`config.mk`:
```
export PLATFORM = sky130hd
export DESIGN_NAME = round_sat_pipe
export DESIGN_NICKNAME = d
export VERILOG_FILES = /design/src/rtl/round_pkg.sv /design/src/rtl/round_core.sv /design/src/rtl/round_sat_pipe.sv
export SDC_FILE = /design/constraint.sdc
export NUM_CORES = 1
export LEC_CHECK = 0
export CAP_MARGIN = 20
export CELL_PAD_IN_SITES_DETAIL_PLACEMENT = 0
export CELL_PAD_IN_SITES_GLOBAL_PLACEMENT = 1
export CORE_AREA = 2 2 64 72
export CTS_CLUSTER_DIAMETER = 80
export DETAILED_ROUTE_END_ITERATION = 10
export DIE_AREA = 0 0 66 74
export PLACE_DENSITY = 0.85
export SLEW_MARGIN = 30
export SYNTH_ARGS = -nofsm -noshare
export SYNTH_HDL_FRONTEND = slang
export SYNTH_HIERARCHICAL = 1
export SYNTH_SLANG_ARGS = --single-unit
```
`constraint.sdc`:
```
create_clock -name clk -period 4 [get_ports clk]
set_clock_uncertainty 0.15 [all_clocks]
set_input_delay 0.6 -clock clk [delete_from_list [all_inputs] [get_ports clk]]
set_output_delay 0.6 -clock clk [all_outputs]
set_load 0.02 [all_outputs]
```
`src/rtl/round_pkg.sv`:
```
// Shared rounding-mode type and the round-up decision used by round_core.
package round_pkg;

    typedef enum logic [1:0] {
        RND_TRUNC     = 2'b00,
        RND_HALF_UP   = 2'b01,
        RND_HALF_EVEN = 2'b10,
        RND_RSVD      = 2'b11
    } round_mode_t;

    // r: first dropped bit, s: OR of the remaining dropped bits, l: lsb kept.
    function automatic logic rnd_inc(input round_mode_t mode, input logic r,
                                     input logic s, input logic l);
        logic inc;
        case (mode)
            RND_TRUNC:     inc = 1'b0;
            RND_HALF_EVEN: inc = r & (s | l);
            default:       inc = r;   // RND_RSVD behaves as half-up
        endcase
        return inc;
    endfunction

endpackage

```
`src/rtl/round_core.sv`:
```
// Combinational round of an unsigned fixed-point magnitude to an integer, with carry-out.
module round_core
    import round_pkg::*;
#(
    parameter int IN_W   = 17,
    parameter int FRAC_W = 4
) (
    input  logic [IN_W-1:0]        data,
    input  round_mode_t            mode,
    output logic [IN_W-FRAC_W-1:0] res,
    output logic                   ovf
);

    localparam int OUT_W = IN_W - FRAC_W;

    logic             inc;
    logic [OUT_W:0]   sum;

    assign inc = rnd_inc(mode, data[FRAC_W-1], |data[FRAC_W-2:0], data[FRAC_W]);
    // One extra bit so that rounding 0x..FFF upward shows up as a carry.
    assign sum = {1'b0, data[IN_W-1:FRAC_W]} + {{OUT_W{1'b0}}, inc};
    assign res = sum[OUT_W-1:0];
    assign ovf = sum[OUT_W];

endmodule

```
`src/rtl/round_sat_pipe.sv`:
```
// Two-stage round/saturate pipeline with valid/ready on both sides.
// ROUND_SAT_PIPE_SAT_EN: clamp on overflow and count clamped outputs; otherwise wrap.
module round_sat_pipe
    import round_pkg::*;
#(
    parameter int IN_W   = 17,
    parameter int FRAC_W = 4,
    parameter int CNT_W  = 8
) (
    input  logic                   clk,
    input  logic                   rst,
    input  logic                   in_valid,
    output logic                   in_ready,
    input  logic [IN_W-1:0]        in_data,
    input  logic [1:0]             in_mode,
    output logic                   out_valid,
    input  logic                   out_ready,
    output logic [IN_W-FRAC_W-1:0] out_data,
    output logic                   out_sat,
    output logic [CNT_W-1:0]       sat_count
);

    localparam int OUT_W = IN_W - FRAC_W;

    function automatic logic [OUT_W-1:0] sat_fn(input logic [OUT_W-1:0] res, input logic ovf);
`ifdef ROUND_SAT_PIPE_SAT_EN
        return ovf ? {OUT_W{1'b1}} : res;
`else
        return res;
`endif
    endfunction

    logic              vld_p1, vld_p2;
    logic [IN_W-1:0]   data_p1;
    round_mode_t       mode_p1;
    logic [OUT_W-1:0]  res_p1;
    logic              ovf_p1;
    logic              adv_p1, adv_p2;

    assign adv_p2    = !vld_p2 || out_ready;
    assign adv_p1    = !vld_p1 || adv_p2;
    assign in_ready  = adv_p1;
    assign out_valid = vld_p2;

    // S1: capture sample and its mode
    always_ff @(posedge clk) begin
        if (rst) begin
            vld_p1 <= 1'b0;
        end else if (adv_p1) begin
            vld_p1 <= in_valid;
        end
    end

    always_ff @(posedge clk) begin
        if (adv_p1 && in_valid) begin
            data_p1 <= in_data;
            mode_p1 <= round_mode_t'(in_mode);
        end
    end

    round_core #(.IN_W(IN_W), .FRAC_W(FRAC_W)) u_core (
        .data (data_p1),
        .mode (mode_p1),
        .res  (res_p1),
        .ovf  (ovf_p1)
    );

    // S2: output register, held while the consumer stalls
    always_ff @(posedge clk) begin
        if (rst) begin
            vld_p2   <= 1'b0;
            out_data <= '0;
        end else if (adv_p2) begin
            vld_p2 <= vld_p1;
            if (vld_p1) begin
                out_data <= sat_fn(res_p1, ovf_p1);
            end
        end
    end

`ifdef ROUND_SAT_PIPE_SAT_EN
    always_ff @(posedge clk) begin
        if (rst) begin
            out_sat <= 1'b0;
        end else if (adv_p2 && vld_p1) begin
            out_sat <= ovf_p1;
        end
    end

    always_ff @(posedge clk) begin
        if (rst) begin
            sat_count <= '0;
        end else if (vld_p2 && out_ready && out_sat && (sat_count != {CNT_W{1'b1}})) begin
            sat_count <= sat_count + 1'b1;
        end
    end
`else
    assign out_sat   = 1'b0;
    assign sat_count = '0;
`endif

endmodule

```
### Yosys cells after proc, flatten, opt, wreduce, memory -nomap -nowiden

Cells that the tools add are included.
Widths: inputs -> output; s select.

* bits in registers: 34
* input bits: 23
* output and inout port bits: 24
* word-level logic and storage cells: 18

* add/subtract/negate cells: 1
* equal/unequal tests: 1
* mux-type cells: 1
* bitwise gates (word level): 2
* reduce and logical (&&, ||, !) cells: 8

Operator list (count)
* $add 13x1->13: 1
* $reduce_or 3->1: 1
* $eq 2x2->1 const B: 1
* $logic_not 1->1: 2
* $logic_not 2->1: 1
* $logic_or 1x1->1: 2
* $pmux 1 s2: 1
* $reduce_and 2->1: 1
* $and 1x1->1: 1
* $logic_and 1x1->1: 1
* $or 1x1->1: 1

### Depth between registers and ports, before layout

* depth after elaboration: 5
* mapped depth: 9
* mapped depth without buffers: 9

### Cells and area by module

The synthesis kept the hierarchy.

By module, submodules not included
* round_sat_pipe: instances 1, cells an instance 96, area an instance 1325.0 um^2, seq. area each 870.8 um^2
* round_core: instances 1, cells an instance 33, area an instance 264.0 um^2, seq. area each 0.0 um^2

### Least setup slack after synthesis

Ideal clock, no wire load.

* kind: register to register
* from: register data_p1[4]
* to: register out_data[12]
* setup time: 72 ps
* data arrival time: 1968 ps
* required time: 3778 ps
* setup slack: 1810 ps
* stages on the path, launching flop included: 10
* path buffers: 0
* clock period less this slack: 2190 ps
* cell sequence: edfxtp_1 o41a_1 o21a_1 ha_1 ha_1 and3_1 nand4_1 xnor2_1 nand2b_1 mux2i_1

* word-level cells in the longest chain between the ends: 4

Ends and longest elaborated chain
* from (decl): line round_sat_pipe.sv:34 `logic [IN_W-1:0] data_p1;`
* from (signal assigned): line round_sat_pipe.sv:56 `data_p1 <= in_data;`
* $or 1x1->1: line round_pkg.sv:17 `RND_HALF_EVEN: inc = r & (s | l);`
* $and 1x1->1: line round_pkg.sv:17
* $pmux 1 s2: line round_pkg.sv:15 `case (mode)`
* $add 13x1->13 (*): line round_core.sv:21 `assign sum = {1'b0, data[IN_W-1:FRAC_W]} + {{OUT_W{1'b0}}, inc};`
* named net res_p1[12]: line round_sat_pipe.sv:36 `logic [OUT_W-1:0] res_p1;`
* to (signal assigned): line round_sat_pipe.sv:76 `out_data <= sat_fn(res_p1, ovf_p1);`
* to (decl): line round_sat_pipe.sv:18 `output logic [IN_W-FRAC_W-1:0] out_data,`

Mark *: on every way through the listed nets, which the timed path passes. The rest lies on a longest branch.
A chain may end at the register's enable or synchronous reset.

### Final worst setup path

* from: input out_ready
* to: output in_ready

* word-level cells in the longest chain between the ends: 2

Ends and longest elaborated chain
* from (decl): line round_sat_pipe.sv:17 `input logic out_ready,`
* $logic_or 1x1->1: line round_sat_pipe.sv:40 `assign adv_p2 = !vld_p2 || out_ready;`
* $logic_or 1x1->1: line round_sat_pipe.sv:41 `assign adv_p1 = !vld_p1 || adv_p2;`
* to (decl): line round_sat_pipe.sv:13 `output logic in_ready,`

No other way between the ends.

==> key figures <==
Hold path
  • Hold Path Origin: out_data[7]
  • Hold Crit Depth: 2
  • Hold crit path type: flop to flop

STA
  • Tmin final: between 2 and 3 ns
  • WHS: between 0.3 and 0.4 ns
  • Final setup margin: 1.390 ns
  • Worst slew pin tran: 0.8439 ns
  • Final Hold Vio Count: 0
  • Max Clock Freq: 0.3832 GHz
  • Fin Setup TNS: 0 ns
  • Max-slew violations: 0
  • Slew headroom: 0.4348
  • Unrepaired setup endpoints after global routing: no
  • Final worst-path cycle share: 0.6524
  • Final setup violating endpoints: 0

CTS
  • Clock Sinks: 34
  • CTS buffer count: 5
  • Clock-pin slew of the registers on the worst-case setup and hold paths: approximately 0.06 ns
  • Root Buffer: clkbuf_8
  • CTS tree: built
  • Worst-skew pair later-pin latency: 0.28 ns
  • Postcts setup bufs: 0
  • Post-CTS Resized: 0
  • Worst-case clock buffer depth: 2
  • Number of hold buffers added after CTS: 0
  • CTS H-tree lvls: 2

Drt
  • Drt first-iter violations: 28
  • Post-route DRC: 0
  • Detail-routed net length per standard cell: about 12 um
  • DR vias/cell: 4.369
  • Antenna Nets Post-Route: 0
  • DRT Pass-1 Iters: 3
  • Post-Route WL: 2655 um
  • Vias: 970

Setup path
  • Worst setup EP type: output pin
  • Crit-path max FO: 4
  • Arrival @ worst endpoint: 1.86 ns
  • Reg2reg start: data_p1[4]
  • Critical path class: input pin to output pin
  • R2R cell count: 9
  • CP Launch Point: out_ready
  • CP required: ~3.3 ns
  • Crit path launch type: input pin

Die
  • Starting density of the core: 0.3770
  • Die area: 4884 um2
  • Vert. Die Dim: 74 um
  • Num rows: 25
  • IO Pins: 47
  • Core area: 4192 um2
  • Die width: 66 um

Synth
  • Syn Area/Cell: between 10 and 15 um2
  • Cell Area, Synth: roughly 1600 um2
  • Cell count after synthesis: 128
  • Yosys warning count: 6

Global route
  • Largest net degree at the start of global routing: 29
  • Number of global-route vias before repair: 991
  • First-pass GRT wire length: around 4400 um
  • Gr ovfl total: 0
  • Gr usage total: 0.1237
  • Initial antenna violation count: 0

Placed design
  • Port buffer count: 37
  • DP Area: 1946 um2
  • RePlAce Congestion: between 0.8 and 0.9
  • Worst slack at placement: 1.385 ns
  • Dpl hpwl: 2025 um

Power and ir drop
  • Peak supply drop: 0.2084 mV
  • Static Leak: 0.0007363 uW
  • Pwr dens: 362.5 nW/um2

Final layout
  • Antenna diodes: 0
  • NumNets Final: 192
  • Post-route cell area: 2027 um2
  • Fraction of layout cells with a size suffix above 1: 0.07143
  • Layout area overhead: 28.27%

Run
  • MaxCap Viol Count: 0

Status
  • Status: finished clean
-- worst paths after layout --
check / to / slack (ns)
setup / recovery: in_ready / 1.39
hold / removal: out_data[7] / 0.32
hold reg to reg: out_data[7] / 0.32
setup reg to reg: out_data[8] / 1.65
-- where the power goes --
group          internal [uW]  total [uW]  switching (uW)
combinational           52.9        98.9            45.9
sequential               391         404            12.8
clock                    119         232             113
total                    563         735             172
-- cell usage in the layout, fill, tap and decap left out, types with 4 or more instances in the layout --
cell and n:
edfxtp_1 19, nand3_1 4, dfxtp_1 15, clkdlybuf4s50_1 37
conb_1 9, mux2i_1 13, nor2_1 4, nand2b_1 26
clkbuf_8 5, xor2_1 5, xnor2_1 6
-- cell type report --
class                      count  area, um2
clock buffer                   6      72.57
clock inverter                 2      8.758
fill                         408       2165
inverter                       1      3.754
multi-input combinational     87      625.6
sequential                    34      870.8
tap                           54      67.56
timing repair buffer          38      377.9
-- worst max-delay path, cell delays in order --
cell,delay (ns)
clkdlybuf4s50_1,0.51
nor2b_4,0.06
nand2_1,0.08
clkdlybuf4s50_1,0.61
-- layer usage --
layer | up-vias | global-route usage | part of all wire
met5 | - | 0 | 0
met4 | 0 | 0.07483 | 0.022
met3 | 4 | 0.04690 | 0.071
met2 | 37 | 0.2054 | 0.48
met1 | 435 | 0.1348 | 0.43
li1 | 494 | - | -
-- registers in the layout, indices dropped and copies added (netlist names) --
signal / cells
mode_p1: 2
vld_p1: 1
out_data: 13
data_p1: 17
out_valid: 1
-- stage by stage --
step,total power (uW),instances,utilization
CTS,748.6,222,0.4836
global placement,507.4,214,0.4642
floorplan,473.9,136,-
detailed placement,511.1,214,0.4642
global route,770.2,222,0.4836
finish,734.8,222,0.4836
Note: power is estimated with default switching activity, not from simulation.
